$ cat config.mk
export PLATFORM = sky130hd
export DESIGN_NAME = direction_input
export DESIGN_NICKNAME = d
export VERILOG_FILES = /design/src/rtl/game2048_pkg.sv /design/src/rtl/button_debouncer.sv /design/src/rtl/direction_input.sv
export SDC_FILE = /design/constraint.sdc
export NUM_CORES = 1
export LEC_CHECK = 0
export ABC_AREA = 1
export CAP_MARGIN = 20
export CORE_MARGIN = 3
export CORE_UTILIZATION = 64
export CTS_CLUSTER_DIAMETER = 80
export DETAILED_ROUTE_END_ITERATION = 8
export PLACE_DENSITY = 0.82
export SLEW_MARGIN = 0
export SYNTH_ARGS = -nofsm -noshare
export SYNTH_HDL_FRONTEND = slang
export SYNTH_SLANG_ARGS = --single-unit
$ cat constraint.sdc
create_clock -name clk -period 3.8 [get_ports clk]
set_clock_uncertainty 0.1 [all_clocks]
set_input_delay 0.76 -clock clk [delete_from_list [all_inputs] [get_ports clk]]
set_output_delay 0.76 -clock clk [all_outputs]
set_load 0.005 [all_outputs]
$ cat src/rtl/game2048_pkg.sv
// Shared types for the 2048 game: move directions, game state and the input FSM state.
package game2048_pkg;

    localparam int unsigned NUM_BTN = 4;

    typedef enum logic [1:0] {
        DIR_TOP    = 2'b00,
        DIR_BOTTOM = 2'b01,
        DIR_LEFT   = 2'b10,
        DIR_RIGHT  = 2'b11
    } dir_t;

    typedef enum logic [1:0] {
        NOT_PLAYING = 2'b00,
        PLAYING     = 2'b01,
        WIN         = 2'b10,
        LOSE        = 2'b11
    } game_state_t;

    typedef enum logic [1:0] {
        IDLE         = 2'b00,
        ISSUE        = 2'b01,
        WAIT_RELEASE = 2'b10
    } in_state_t;

    function automatic logic [NUM_BTN-1:0] dir_onehot(input dir_t d);
        return NUM_BTN'(1) << d;
    endfunction

endpackage

$ cat src/rtl/button_debouncer.sv
// One push-button: 2-FF synchronizer, stability counter and one-cycle press pulse.
module button_debouncer #(
    parameter int unsigned DEBOUNCE_CYCLES = 500000,
    parameter int unsigned CNT_W           = $clog2(DEBOUNCE_CYCLES)
) (
    input  logic clk,
    input  logic rst,
    input  logic raw,
    output logic stable,
    output logic press
);

    logic             sync1_q, sync2_q;
    logic             stable_q, stable_d;
    logic             stable_dly_q;
    logic [CNT_W-1:0] cnt_q, cnt_d;

    always_ff @(posedge clk or negedge rst) begin
        if (!rst) begin
            sync1_q      <= 1'b0;
            sync2_q      <= 1'b0;
            stable_q     <= 1'b0;
            stable_dly_q <= 1'b0;
            cnt_q        <= '0;
        end else begin
            sync1_q      <= raw;
            sync2_q      <= sync1_q;
            stable_q     <= stable_d;
            stable_dly_q <= stable_q;
            cnt_q        <= cnt_d;
        end
    end

    // The counter only runs while the synchronized level disagrees; it clears instead of wrapping.
    always_comb begin
        stable_d = stable_q;
        cnt_d    = '0;
        if (sync2_q != stable_q) begin
            if (cnt_q == CNT_W'(DEBOUNCE_CYCLES - 1)) begin
                stable_d = sync2_q;
            end else begin
                cnt_d = cnt_q + CNT_W'(1);
            end
        end
    end

    assign stable = stable_q;
    assign press  = stable_q & ~stable_dly_q;

endmodule

$ cat src/rtl/direction_input.sv
// Turns four raw buttons into one debounced move command per press, with valid/ready handshake.
module direction_input
    import game2048_pkg::*;
#(
    parameter int unsigned DEBOUNCE_CYCLES = 500000,
    parameter int unsigned CNT_W           = $clog2(DEBOUNCE_CYCLES)
) (
    input  logic       clk,
    input  logic       rst,
    input  logic       btn_up,
    input  logic       btn_down,
    input  logic       btn_left,
    input  logic       btn_right,
    input  logic       accept_en,
    input  logic       dir_ready,
    output logic       dir_valid,
    output logic [1:0] dir_code,
    output logic [3:0] direction
);

    logic [NUM_BTN-1:0] raw, stable, press;
    dir_t               sel;
    in_state_t          state_q, state_d;
    logic               valid_q, valid_d;
    logic [1:0]         code_q, code_d;
    logic [3:0]         dir_q, dir_d;

    assign raw = {btn_right, btn_left, btn_down, btn_up};

    for (genvar i = 0; i < NUM_BTN; i++) begin : g_btn
        button_debouncer #(
            .DEBOUNCE_CYCLES(DEBOUNCE_CYCLES),
            .CNT_W          (CNT_W)
        ) u_deb (
            .clk   (clk),
            .rst   (rst),
            .raw   (raw[i]),
            .stable(stable[i]),
            .press (press[i])
        );
    end

    // Simultaneous presses resolve top > bottom > left > right.
    always_comb begin
        sel = DIR_RIGHT;
        if (press[2]) sel = DIR_LEFT;
        if (press[1]) sel = DIR_BOTTOM;
        if (press[0]) sel = DIR_TOP;
    end

    always_ff @(posedge clk or negedge rst) begin
        if (!rst) begin
            state_q <= IDLE;
            valid_q <= 1'b0;
            code_q  <= 2'b00;
            dir_q   <= 4'b0000;
        end else begin
            state_q <= state_d;
            valid_q <= valid_d;
            code_q  <= code_d;
            dir_q   <= dir_d;
        end
    end

    always_comb begin
        state_d = state_q;
        valid_d = valid_q;
        code_d  = code_q;
        dir_d   = dir_q;
        case (state_q)
            IDLE: begin
                if (accept_en && (press != '0)) begin
                    valid_d = 1'b1;
                    code_d  = sel;
                    dir_d   = dir_onehot(sel);
                    state_d = ISSUE;
                end
            end
            ISSUE: begin
                if ((valid_q && dir_ready) || !accept_en) begin
                    valid_d = 1'b0;
                    dir_d   = 4'b0000;
                    state_d = WAIT_RELEASE;
                end
            end
            WAIT_RELEASE: begin
                if (stable == '0) state_d = IDLE;
            end
            default: begin
                valid_d = 1'b0;
                dir_d   = 4'b0000;
                state_d = IDLE;
            end
        endcase
    end

    assign dir_valid = valid_q;
    assign dir_code  = code_q;
    assign direction = dir_q;

endmodule
# Word-level counts from Yosys, hierarchy flattened
# Cells that the tools add are included.
# Widths: inputs -> output; s select.
# word_totals
ff_bits	101
out_inout_bits	7
input_bits	8
# classes
muxes	21
shift	1
n_bitwise	9
reduce_logical	14
n_eq_ne	13
add_sub_neg	4
# ops
op	n
$mux 19	8
$add 19x1->19 const B	4
$eq 19x19->1 const B	4
$pmux 4 s3	1
$mux 2	5
$reduce_and 2->1	5
$mux 4	2
$ne 2x2->1 const B	3
$pmux 2 s3	1
$reduce_and 3->1	2
$not 1->1	5
$and 1x1->1	4
$logic_not 4->1	1
$ne 1x1->1	4
$reduce_bool 4->1	1
$shl 1x2->4 const A	1
$mux 1	3
$pmux 1 s3	1
$eq 2x1->1 const B	1
$eq 2x2->1 const B	1
$logic_and 1x1->1	2
$logic_not 2->1	1
$logic_not 1->1	1
$logic_or 1x1->1	1

# Depth between registers and ports, before layout
# depth
depth_word	8
depth_mapped	10
ltp_nobuf	10

# Cells and area by module
# Synthesis repeated with hierarchy kept, for this count alone.
# hier_totals
cells_unflattened	660
area_unflattened_um2	5356.4
# by_module_without_submodules
mod	area_each_um2	cells_per_inst	n_inst
button_debouncer	1223.7	150	4
direction_input	461.7	60	1

# Worst setup path after synthesis
# No wires, ideal clock.
# synth_timing
kind	reg-to-reg
from	register g_btn[2].u_deb.cnt_q[0]
to	register g_btn[2].u_deb.cnt_q[14]
arrival_ps	1183
setup_ps	119
n_path_buf	0
path_stages_with_launch	9
slack_ps	2398
synth_period_minus_slack_ps	1402
required_ps	3581
path_cell_list	dfrtp_1 > ha_1 > nand2_1 > nor2_2 > nand2_1 > nor2_1 > nand3_1 > nand2_1 > nor2_1
# synth_via
elab_chain_len	3
# synth_rtl
item	line	text
start: declaration	button_debouncer.sv:16	logic [CNT_W-1:0] cnt_q, cnt_d;
start signal: assignment	button_debouncer.sv:30	cnt_q <= cnt_d;
$add 19x1->19 or $eq 19x19->1 (tied branches)	button_debouncer.sv:42, button_debouncer.sv:39	
$mux 19 *	button_debouncer.sv:39	if (cnt_q == CNT_W'(DEBOUNCE_CYCLES - 1)) begin
$mux 19 *	button_debouncer.sv:38	if (sync2_q != stable_q) begin
net g_btn[2].u_deb.cnt_d[14]	button_debouncer.sv:16	
# The timed path passes the listed nets; every way through them passes the cells marked *.
# A chain may end at the register's enable or synchronous reset.

# Final worst setup path
# layout_timing
from	register valid_q, in the netlist dir_valid
to	output port dir_valid
# layout_lines
item	line	text
start: declaration	direction_input.sv:24	logic valid_q, valid_d;
start signal: assignment	direction_input.sv:59	valid_q <= valid_d;
end: declaration	direction_input.sv:16	output logic dir_valid,
# No word-level cell between the ends.

==> impl_metrics.ini <==
[floorplan]
floorplan.initialDensity_pct = 66.7
ioPinCount = 15
rows = 32
fp.dieArea_um2 = 9300
die_w_um = 96.4
core_um2 = 7850
die_h_um = 96.4

[route]
vias = 4272
ant_nets = 0
drt-wirelength-per-cell_um = 12.2
drc_errors = 0
met2_length_mm = 4.98
drt_iter0_markers = 226
dr.pass1.iters = 5
routed.top_layer = met4
met1Wirelength_mm = 4.51
wl_mm = 10.1
met3_length_um = 469
viasPerCell = 5.20

[setup_path]
crit_required_ps = 2940
cp_max_fo = 3
startpoint_type = flop
endpoint_kind = output pin
path_buf_inv = 1
cp_cell_sequence = clkdlybuf4s50_1
crit_slowest_cell = clkdlybuf4s50_1
critPathKind = reg2out
max_stage_delay_ps = 520
crit_arrival_ps = 1280
crit_family = buffers and inverters

[timing]
worst_pin_slew_ps = 456
period_needed_ps = 2140
fmax_mhz = 468
setup_viol = 0
slew_headroom_pct = 69.6
drv_slew = 0
hold_viol = 0
fin_crit_sh_pct = 56.2
rsz0062_at_grt = no
setup_tns_ps = 0

[final_layout]
stdcell_area_um2 = 5740
drive_gt1_share_pct = 8.47
diodes = 0
synthToLayoutAreaGrowth_pct = 9.70
finalNetCount = 727

[grt]
grt_pass1_vias = 4034
grt_max_degree = 87
grt_first_pass_wirelength_mm = 17.5
globalRouteOverflowTotal = 0
antenna_found_initial = 0
grt_use_total_pct = 23.9

[clock_network]
hold_buffers = 0
clock_latency_ps = 360
cts_max_level = 3
clk_path_buf_depth = 2
cts_tree = yes
numCtsBuffers = 9
cts-resized-gates = 0
cts_sinks = 101
clkTransAtPathRegs_ps = 90
cts_setup_buffers = 0
root_buffer = clkbuf_8

[logic_synthesis]
synth_ff_type = dfrtp_1
synth_area_leaders = dfrtp_1 48%, nor2_1 12%, nand2_1 12%
synth_fp_nets = 699
ys_async_sr_fraction_pct = 100
yosysWarnings = 0
synth_top_area_share_pct = 48.3
yosysUniqueCellTypes = 24
synth_most_common_cell = nor2_1
synth_common_cells = 173 x nor2_1, 166 x nand2_1, 101 x dfrtp_1
syn_inst = 687
syn_area_um2 = 5240
syn_area_per_cell_um2 = 7.62
ys_ff_latch = 101
yosys.area.top_type = dfrtp_1
seq_area_frac_synth_pct = 48.3
synth_edf_count = 0

[power]
vdd_ir_drop_max_mv = 0.183
total_leakage_power_nw = 2.58
p_per_area_nw_per_um2 = 326
fin_total_pwr_mw = 1.87

[placed_design]
dpl-instance-area_um2 = 5520
port_buffers = 14
routabilityCongestion = 0.901
dp_hpwl_mm = 7.31

[worst_hold_path]
hold_path.class = in2async

[job]
drv_cap = 0

[outcome]
outcome = completed
==> power by group <==
part           switching [mW]  internal (mW)
combinational          0.0506         0.0248
sequential            0.00965           1.09
clock                   0.374          0.324
total                   0.435           1.44
==> layer usage <==
| layer | up-vias | track usage (%) |
|---|---|---|
| met5 | - | 0 |
| met3 | 11 | 5.27 |
| met2 | 100 | 40.1 |
| li1 | 2164 | - |
| met1 | 1997 | 31.7 |
| met4 | 0 | 5.96 |
==> cell families (layout without fill, tap and decap cells) <==
group / after synthesis / after routing / synth area share (%)
buffers and inverters: 81 / 114 / 5.81
adder cells (fa/ha/maj): 4 / 4 / 0.956
AO/OA/AOI/OAI: 25 / 25 / 2.72
AND/OR/NAND/NOR: 438 / 438 / 35.7
XOR/XNOR: 38 / 38 / 6.50
flip-flops: 101 / 101 / 48.3
==> layout make-up <==
cell class	count	area (um^2)
tap	102	128
clock inverter	5	58.8
fill	621	2100
multi-input combinational	505	2400
timing repair buffer	17	180
sequential	101	2530
inverter	81	304
clock buffer	11	141
==> per-stage QoR <==
| stage | setup WS (ps) | hold slack [ps] | instances | util, % |
|---|---|---|---|---|
| CTS | 1640 | 262 | 821 | 72.8 |
| global route | 1600 | 254 | 822 | 73.2 |
| finish | 1660 | 239 | 822 | 73.2 |
| detailed placement | 1770 | 235 | 805 | 70.3 |
| global placement | 1820 | 239 | 805 | 70.3 |
| floorplan | 2400 | 231 | 687 | - |
==> flip-flops by register name, indices dropped and copies added (netlist names) <==
signal and count:
dir_valid 1, g_btn.u_deb.sync1_q 4, g_btn.u_deb.stable 4, g_btn.u_deb.stable_dly_q 4, g_btn.u_deb.sync2_q 4, dir_code 2
direction 4, g_btn.u_deb.cnt_q 76, state_q 2
==> path summary, 6_finish.rpt <==
| check | startpoint | end | slack, ps | depth (start not counted) |
|---|---|---|---|---|
| hold reg to reg | g_btn[2].u_deb.sync1_q$_DFF_PN0_ | g_btn[2].u_deb.sync2_q$_DFF_PN0_ | 250 | 0 |
| setup reg to reg | g_btn[0].u_deb.cnt_q[0]$_DFF_PN0_ | g_btn[0].u_deb.cnt_q[16]$_DFF_PN0_ | 2170 | 8 |
| max in group asynchronous | rst | g_btn[0].u_deb.cnt_q[2]$_DFF_PN0_ | 2560 | 3 |
| min in group clk | g_btn[2].u_deb.sync1_q$_DFF_PN0_ | g_btn[2].u_deb.sync2_q$_DFF_PN0_ | 250 | 0 |
| setup / recovery | dir_valid$_DFFE_PN0P_ | dir_valid | 1660 | 1 |
| hold / removal | rst | g_btn[3].u_deb.cnt_q[10]$_DFF_PN0_ | 240 | 1 |
==> cell usage in the layout (no fill, tap or decap) <==
master | synthesis | final
o21ai_0 | 10 | 10
buf_16 | 0 | 1
nand2_4 | 1 | 1
dfrtp_1 | 101 | 101
clkbuf_1 | 0 | 1
bufinv_16 | 0 | 1
o21ai_1 | 1 | 1
inv_6 | 0 | 1
nand3_2 | 2 | 2
clkinv_2 | 0 | 1
xnor2_1 | 6 | 6
clkdlybuf4s50_1 | 0 | 13
nand2_2 | 10 | 10
nor2_1 | 173 | 173
xnor2_2 | 1 | 1
a21oi_1 | 9 | 9
ha_1 | 4 | 4
clkinvlp_4 | 0 | 2
nand3_1 | 42 | 42
nand2_1 | 166 | 166
clkbuf_8 | 0 | 10
buf_4 | 0 | 3
inv_2 | 4 | 4
nor2_2 | 18 | 18
nor3b_1 | 2 | 2
xor2_1 | 31 | 31
o211ai_2 | 1 | 1
o21a_1 | 4 | 4
nand3b_1 | 1 | 1
nor2_4 | 5 | 5
nand4_1 | 10 | 10
inv_1 | 77 | 77
nor3_1 | 8 | 8
(Power assumes the default switching activity.)
